<file path="src/rtl/cmd_cfg_gen.sv">
// cmd_cfg_gen: host command decoder and capture configuration register file.
//
// Decodes 16-bit host commands (read / write / dump), answers each read or
// write with a single response byte, and streams a whole channel out of the
// capture RAM starting at the oldest sample, wrapping at the end of the RAM.
//
// Ports:
//   clk, rst_n         clock, asynchronous active-low reset
//   cmd, cmd_rdy       host command and its valid flag (held until clr_cmd_rdy)
//   resp_sent          UART finished transmitting resp
//   set_capture_done   capture logic pulse, sets TrigCfg[5]
//   cap_ptr            oldest-sample RAM address, start of a dump
//   rdata, raddr       capture RAM read port (1-cycle latency), dump address
//   dumping            high while a channel dump is in progress
//   resp, send_resp    response byte and its one-cycle transmit strobe
//   clr_cmd_rdy        one-cycle pulse: command fully handled
//   TrigCfg .. trig_pos  configuration register outputs
module cmd_cfg_gen #(
    parameter int unsigned NUM_CH       = 5,
    parameter int unsigned ENTRIES      = 384,
    parameter int unsigned LOG2_ENTRIES = 9
) (
    input  logic                      clk,
    input  logic                      rst_n,
    input  logic [15:0]               cmd,
    input  logic                      cmd_rdy,
    input  logic                      resp_sent,
    input  logic                      set_capture_done,
    input  logic [LOG2_ENTRIES-1:0]   cap_ptr,
    input  logic [8*NUM_CH-1:0]       rdata,
    output logic [LOG2_ENTRIES-1:0]   raddr,
    output logic                      dumping,
    output logic [7:0]                resp,
    output logic                      send_resp,
    output logic                      clr_cmd_rdy,
    output logic [5:0]                TrigCfg,
    output logic [5*NUM_CH-1:0]       ChTrigCfg,
    output logic [3:0]                decimator,
    output logic [7:0]                VIH,
    output logic [7:0]                VIL,
    output logic [7:0]                matchH,
    output logic [7:0]                matchL,
    output logic [7:0]                maskH,
    output logic [7:0]                maskL,
    output logic [7:0]                baud_cntH,
    output logic [7:0]                baud_cntL,
    output logic [LOG2_ENTRIES-1:0]   trig_pos
);

    localparam int unsigned TpHiW = LOG2_ENTRIES - 8;
    localparam logic [LOG2_ENTRIES-1:0] LastIdx = LOG2_ENTRIES'(ENTRIES - 1);

    localparam logic [1:0] OpRead  = 2'b00;
    localparam logic [1:0] OpWrite = 2'b01;
    localparam logic [1:0] OpDump  = 2'b10;

    localparam logic [7:0] Ack = 8'hA5;
    localparam logic [7:0] Nak = 8'hEE;

    typedef enum logic [2:0] {StIdle, StExec, StSend, StWait, StDrd, StDlat} state_e;

    state_e state_q, state_d;

    logic [15:0]             cmd_q, cmd_d;
    logic [7:0]              resp_q, resp_d;
    logic [LOG2_ENTRIES-1:0] raddr_q, raddr_d;
    logic [LOG2_ENTRIES-1:0] cnt_q, cnt_d;
    logic                    dumping_q, dumping_d;
    logic                    clr_q, clr_d;
    logic                    reg_we;

    // Register file.
    logic [5:0]              trig_cfg_q;
    logic [3:0]              decim_q;
    logic [7:0]              vih_q, vil_q, match_h_q, match_l_q, mask_h_q, mask_l_q;
    logic [7:0]              baud_h_q, baud_l_q;
    logic [LOG2_ENTRIES-1:0] trig_pos_q;
    // Sized to the full 3-bit channel index; entries at NUM_CH and above are never written.
    logic [4:0]              ch_trig_q [8];

    // Fields of the latched command.
    logic [1:0] opcode;
    logic [5:0] addr;
    logic [7:0] wdata;
    logic [2:0] dump_ch;

    assign opcode  = cmd_q[15:14];
    assign addr    = cmd_q[13:8];
    assign wdata   = cmd_q[7:0];
    assign dump_ch = cmd_q[10:8];

    logic       mapped;
    logic [7:0] rd_val;
    logic       dump_ok;
    logic [7:0] dump_byte;

    // Address decode and read mux.
    always_comb begin
        mapped = 1'b1;
        rd_val = 8'h00;
        case (addr)
            6'h00: rd_val = {2'b00, trig_cfg_q};
            6'h01: rd_val = {4'h0, decim_q};
            6'h02: rd_val = vih_q;
            6'h03: rd_val = vil_q;
            6'h04: rd_val = match_h_q;
            6'h05: rd_val = match_l_q;
            6'h06: rd_val = mask_h_q;
            6'h07: rd_val = mask_l_q;
            6'h08: rd_val = baud_h_q;
            6'h09: rd_val = baud_l_q;
            6'h0A: rd_val = 8'(trig_pos_q[LOG2_ENTRIES-1:8]);
            6'h0B: rd_val = trig_pos_q[7:0];
            default: begin
                if (addr[5:3] == 3'b010 && addr[2:0] < 3'(NUM_CH)) begin
                    rd_val = {3'b000, ch_trig_q[addr[2:0]]};
                end else begin
                    mapped = 1'b0;
                end
            end
        endcase
    end

    assign dump_ok = (dump_ch != 3'd0) && (dump_ch <= 3'(NUM_CH));

    // Channel n occupies rdata[8n-1:8(n-1)].
    always_comb begin
        dump_byte = 8'h00;
        for (int i = 0; i < NUM_CH; i++) begin
            if (dump_ch == 3'(i + 1)) dump_byte = rdata[8*i +: 8];
        end
    end

    always_ff @(posedge clk or negedge rst_n) begin
        if (!rst_n) begin
            state_q   <= StIdle;
            cmd_q     <= 16'h0000;
            resp_q    <= 8'h00;
            raddr_q   <= '0;
            cnt_q     <= '0;
            dumping_q <= 1'b0;
            clr_q     <= 1'b0;
        end else begin
            state_q   <= state_d;
            cmd_q     <= cmd_d;
            resp_q    <= resp_d;
            raddr_q   <= raddr_d;
            cnt_q     <= cnt_d;
            dumping_q <= dumping_d;
            clr_q     <= clr_d;
        end
    end

    always_comb begin
        state_d   = state_q;
        cmd_d     = cmd_q;
        resp_d    = resp_q;
        raddr_d   = raddr_q;
        cnt_d     = cnt_q;
        dumping_d = dumping_q;
        clr_d     = 1'b0;
        reg_we    = 1'b0;
        unique case (state_q)
            StIdle: begin
                // cmd_rdy is still high in the cycle clr_cmd_rdy is asserted; do not re-take it.
                if (cmd_rdy && !clr_q) begin
                    cmd_d   = cmd;
                    state_d = StExec;
                end
            end
            StExec: begin
                state_d = StSend;
                case (opcode)
                    OpRead: resp_d = mapped ? rd_val : Nak;
                    OpWrite: begin
                        if (mapped) begin
                            reg_we = 1'b1;
                            resp_d = Ack;
                        end else begin
                            resp_d = Nak;
                        end
                    end
                    OpDump: begin
                        if (dump_ok) begin
                            raddr_d   = cap_ptr;
                            dumping_d = 1'b1;
                            cnt_d     = '0;
                            state_d   = StDrd;
                        end else begin
                            resp_d = Nak;
                        end
                    end
                    default: resp_d = Nak;
                endcase
            end
            StSend: state_d = StWait;
            StWait: begin
                if (resp_sent) begin
                    if (dumping_q && cnt_q < LastIdx) begin
                        cnt_d   = cnt_q + 1'b1;
                        raddr_d = (raddr_q == LastIdx) ? '0 : raddr_q + 1'b1;
                        state_d = StDrd;
                    end else begin
                        clr_d     = 1'b1;
                        dumping_d = 1'b0;
                        state_d   = StIdle;
                    end
                end
            end
            StDrd: state_d = StDlat;
            StDlat: begin
                resp_d  = dump_byte;
                state_d = StSend;
            end
            default: state_d = StIdle;
        endcase
    end

    always_ff @(posedge clk or negedge rst_n) begin
        if (!rst_n) begin
            trig_cfg_q <= 6'h03;
            decim_q    <= 4'h0;
            vih_q      <= 8'hAA;
            vil_q      <= 8'h55;
            match_h_q  <= 8'h00;
            match_l_q  <= 8'h00;
            mask_h_q   <= 8'h00;
            mask_l_q   <= 8'h00;
            baud_h_q   <= 8'h06;
            baud_l_q   <= 8'hC8;
            trig_pos_q <= LOG2_ENTRIES'(1);
            for (int i = 0; i < 8; i++) ch_trig_q[i] <= 5'h01;
        end else begin
            if (reg_we) begin
                case (addr)
                    6'h00: trig_cfg_q <= wdata[5:0];
                    6'h01: decim_q    <= wdata[3:0];
                    6'h02: vih_q      <= wdata;
                    6'h03: vil_q      <= wdata;
                    6'h04: match_h_q  <= wdata;
                    6'h05: match_l_q  <= wdata;
                    6'h06: mask_h_q   <= wdata;
                    6'h07: mask_l_q   <= wdata;
                    6'h08: baud_h_q   <= wdata;
                    6'h09: baud_l_q   <= wdata;
                    6'h0A: trig_pos_q[LOG2_ENTRIES-1:8] <= wdata[TpHiW-1:0];
                    6'h0B: trig_pos_q[7:0] <= wdata;
                    default: ch_trig_q[addr[2:0]] <= wdata[4:0];
                endcase
            end
            // Placed after the write so a coincident write of TrigCfg still ends with bit 5 set.
            if (set_capture_done) trig_cfg_q[5] <= 1'b1;
        end
    end

    for (genvar i = 0; i < NUM_CH; i++) begin : g_ch_out
        assign ChTrigCfg[5*i +: 5] = ch_trig_q[i];
    end

    assign raddr       = raddr_q;
    assign dumping     = dumping_q;
    assign resp        = resp_q;
    assign send_resp   = (state_q == StSend);
    assign clr_cmd_rdy = clr_q;
    assign TrigCfg     = trig_cfg_q;
    assign decimator   = decim_q;
    assign VIH         = vih_q;
    assign VIL         = vil_q;
    assign matchH      = match_h_q;
    assign matchL      = match_l_q;
    assign maskH       = mask_h_q;
    assign maskL       = mask_l_q;
    assign baud_cntH   = baud_h_q;
    assign baud_cntL   = baud_l_q;
    assign trig_pos    = trig_pos_q;

endmodule

</file>
<file path="config.mk">
export PLATFORM = sky130hd
export DESIGN_NAME = cmd_cfg_gen
export DESIGN_NICKNAME = d
export VERILOG_FILES = /design/src/rtl/cmd_cfg_gen.sv
export SDC_FILE = /design/constraint.sdc
export NUM_CORES = 1
export LEC_CHECK = 0
export CORE_MARGIN = 2
export CORE_UTILIZATION = 30
export CTS_BUF_LIST = sky130_fd_sc_hd__clkbuf_8
export DETAILED_ROUTE_END_ITERATION = 8
export GPL_TIMING_DRIVEN = 0
export SLEW_MARGIN = 20
export SYNTH_ARGS = -nofsm -noshare
export SYNTH_HDL_FRONTEND = slang
export SYNTH_SLANG_ARGS = --single-unit
</file>
<file path="constraint.sdc">
create_clock -name clk -period 2.35 [get_ports clk]
set_input_delay 0.705 -clock clk [delete_from_list [all_inputs] [get_ports clk]]
set_output_delay 0.705 -clock clk [all_outputs]
set_load 0.01 [all_outputs]
</file>
==> results.py <==
metrics = {
    "critical_path": {
        "required_ns": 2.70,
        "worst_setup_path_end_kind": "flop",
        "critical_path_class": "flop to flop",
        "critical_path.startpoint_type": "flop",
        "arr_time_crit_path_ns": 2.76,
        "cells_along_the_critical_path": "or2_4 -> a311oi_4 -> nand3_4 -> buf_12 -> buf_16 -> nor3_4 -> buf_6 -> mux2_4",
        "crit_fanout": 7,
        "slowest_delay_ns": 0.45,
        "cp_slowest_cell": "dfrtp_2",
    },
    "route": {
        "vias": 6622,
        "drc_violations_left": 0,
        "route.detailed.vias_per_inst": 5.26,
        "detail_route.wl_per_cell_um": 22.9,
        "route.final.wire_length_mm": 28.8,
        "final_antenna_net_count": 0,
        "firstDrtPassIters": 5,
        "detailedRoute.firstIterationViolations": 550,
    },
    "logic_synthesis": {
        "synth_seq_area_share": 0.484,
        "syn_area_um2": 8070,
        "synth-edff-count": 0,
        "ys_seq_elements": 155,
        "synthesis.instances": 662,
        "netlist-cell-type-count": 66,
        "fraction_of_synthesis_flops_using_an_asynchronous_set_or_reset_pin": 1.00,
        "number_of_nets_in_the_synthesized_netlist": 734,
        "ys.flop_type": "dfrtp_1",
        "synth.yosys.warnings": 0,
        "synth_area_per_cell_um2": 12.2,
    },
    "floorplan": {
        "placeableCoreArea_um2": 26700,
        "dieArea_um2": 28200,
        "std_cell_rows": 60,
        "die_w_um": 168,
        "die_height_um": 168,
        "start_util": 0.303,
        "design.portCount": 198,
    },
    "clocking": {
        "max-clock-path-buffers": 2,
        "numCtsBuffers": 17,
        "cts_tree": "yes",
        "cts.root.buffer_cell": "clkbuf_8",
        "clk-insertion-delay-late_ns": 0.47,
        "postCtsHoldBufs": 0,
        "cts_sinks": 155,
        "ctsHtreeMaxLevel": 4,
        "clk_transition_reported_paths_ns": 0.09,
    },
    "layout": {
        "finalNonFillerCells": 1258,
        "seq_area_um2": 3910,
        "final_design_area_no_fill_um2": 11600,
        "mostFrequentLayoutCell": "clkdlybuf4s50_1",
        "layout_common_cells": "185 x clkdlybuf4s50_1, 129 x dfrtp_1, 103 x mux2_2, 44 x mux2_4, 39 x buf_4",
        "final_util": 0.436,
        "footprint_of_the_multi_input_gates_um2": 4120,
        "final_net_count": 974,
        "layout-drive-gt1-share": 0.365,
        "areaGrowthSynthToFinish_pct": 44.0,
        "filler_cell_count": 2495,
    },
    "pwr": {
        "intPower_uw": 6660,
        "p_leak_uw": 0.00505,
        "power.combinational.fraction": 0.474,
        "sw_share": 0.424,
        "p_per_area_nw_per_um2": 997,
        "seq_power_share": 0.360,
        "ir_drop_mv": 0.415,
        "p_sw_uw": 4910,
        "share_clk_of_total_power": 0.166,
    },
    "flow_run": {
        "count_of_max_cap_constraint_violations": 0,
    },
    "timing": {
        "final.hold.worst_slack_ns": 0.200,
        "final.min_clock_period_ns": 2.41,
        "report.final.hold_viol_count": 0,
        "timing.final.max_slew_violations": 0,
        "final_min_period_over_clock_period": 1.03,
        "fmax_mhz": 415,
        "min_setup_slack_post_route_ns": -0.0595,
        "slew_headroom": 0.389,
        "worst_clock_skew_ns": 0.0249,
        "worst_slew_pin_slew_ns": 0.909,
        "report.final.setup_viol": 41,
        "grt_setup_unrepaired": "true",
    },
    "placed_design": {
        "port_buffers": 197,
        "instance_area_after_placement_um2": 10500,
        "place_inst": 1201,
        "place.gp.congestion": 0.865,
        "hpwl_mm": 20.3,
    },
    "global_route": {
        "global_route.overflow_total": 0,
        "grt_pass1_wl_mm": 42.4,
        "grt_antenna_before_repair": 2,
        "via_count_of_the_first_global_routing_pass": 6818,
        "grtUsageTotal": 0.200,
        "largest_net_degree_at_the_start_of_global_routing": 91,
    },
    "run_status": {
        "run_status": "finished, violations left",
        "failed_checks": "negative setup slack",
    },
    "min_path": {
        "hold_path_class": "primary input to asynchronous set/reset pin",
    },
}
## path summary, 6_finish.rpt
path | to | slack, ns | depth (start not counted) | from
setup / recovery | matchH[6] | -0.06 | 8 | cmd_q[9]
hold / removal | ChTrigCfg[13] | 0.20 | 1 | rst_n
setup reg to reg | matchH[6] | -0.06 | 8 | cmd_q[9]
hold reg to reg | cnt_q[5] | 0.49 | 1 | cnt_q[5]
max in group asynchronous | baud_cntL[7] | 1.29 | 2 | rst_n
min in group clk | cnt_q[5] | 0.49 | 1 | cnt_q[5]
## registers in the layout, indices dropped and copies added (netlist names)
name	flops
ChTrigCfg	25
TrigCfg	6
VIH	8
VIL	8
baud_cntH	8
baud_cntL	8
clr_cmd_rdy	1
cmd_q	16
cnt_q	9
decimator	4
dumping	1
maskH	8
maskL	8
matchH	8
matchL	8
raddr	9
resp	8
state_q	3
trig_pos	9
## timing repair
| action | in CTS | in global routing |
|---|---|---|
| pin swaps | 12 | 13 |
| hold endpoints to repair | 0 | 0 |
| endpoints found under the setup margin | 140 | 119 |
| gates resized for setup | 75 | 71 |
| setup buffers | 24 | 8 |
| gates cloned | 1 | 0 |
## routing by layer
metal | track usage | vias up | wire, um
li1 | - | 2933 | -
met1 | 0.270 | 3354 | 12900
met2 | 0.312 | 278 | 13200
met3 | 0.0527 | 57 | 2040
met4 | 0.0707 | 0 | 654
met5 | 0 | - | 0
## per-stage QoR
stage / TNS [ns] / worst slack [ns] / power (uW)
after global routing: -2.52 / -0.108 / 12200
after floorplan: 0 / 0.0111 / 6780
after CTS: -0.0383 / -0.0110 / 11400
after detailed placement: -60.43 / -1.04 / 9140
final: -1.06 / -0.0595 / 11600
after global placement: -955.77 / -6.08 / 9090
## worst max-delay path, delay by kind of cell (launching register included)
kind            cells  cell delay, ns
mux                 1            0.30
simple gates        3            0.69
flops               1            0.45
buf+inv             3            0.49
compound gates      1            0.36
## logic make-up after synthesis
kind of cell / synth area share
flops: 0.484
simple gates: 0.109
xor+xnor: 0.00326
mux: 0.261
buf+inv: 0.0469
compound gates: 0.0929
fa+ha+maj: 0.00310
## cell type report
class,count,area share
antenna,2,0.000431
buffer,55,0.0310
clock buffer,18,0.0213
clock inverter,14,0.00970
inverter,8,0.00259
multi-input combinational,435,0.355
sequential,155,0.337
tap,341,0.0367
timing repair buffer,230,0.206
## power groups by stage
| stage | Sequential [uW] | Combinational (uW) | Clock (uW) |
|---|---|---|---|
| floorplan | 3900 | 2880 | 0 |
| global placement | 4040 | 5040 | 0 |
| detailed placement | 4060 | 5080 | 0 |
| CTS | 4120 | 5310 | 1950 |
| global route | 4260 | 5850 | 2070 |
| finish | 4160 | 5490 | 1920 |
## synthesized netlist by cell type (5+ instances only)
| master | number | area (um^2) |
|---|---|---|
| a211oi_1 | 7 | 52.6 |
| a22oi_1 | 15 | 113 |
| o21ai_0 | 26 | 130 |
| buf_4 | 25 | 188 |
| buf_1 | 9 | 33.8 |
| dfstp_2 | 21 | 552 |
| o22ai_1 | 5 | 31.3 |
| o221ai_1 | 8 | 70.1 |
| nand3_1 | 18 | 90.1 |
| nand2b_1 | 8 | 50.1 |
| clkbuf_1 | 24 | 90.1 |
| nor4_1 | 5 | 31.3 |
| mux2_4 | 5 | 75.1 |
| buf_2 | 5 | 25.0 |
| nand2_1 | 32 | 120 |
| mux4_2 | 12 | 270 |
| nor2_1 | 21 | 78.8 |
| a21oi_1 | 12 | 60.1 |
| nor2b_1 | 11 | 68.8 |
| dfrtp_1 | 134 | 3350 |
| nor3b_1 | 6 | 45.0 |
| mux2i_1 | 16 | 160 |
| nor3_2 | 5 | 50.1 |
| mux2_2 | 142 | 1600 |
| nor3_1 | 13 | 65.1 |
| nor3_4 | 5 | 81.3 |
| inv_1 | 8 | 30.0 |
No activity file was read; power rests on OpenSTA's default activity.
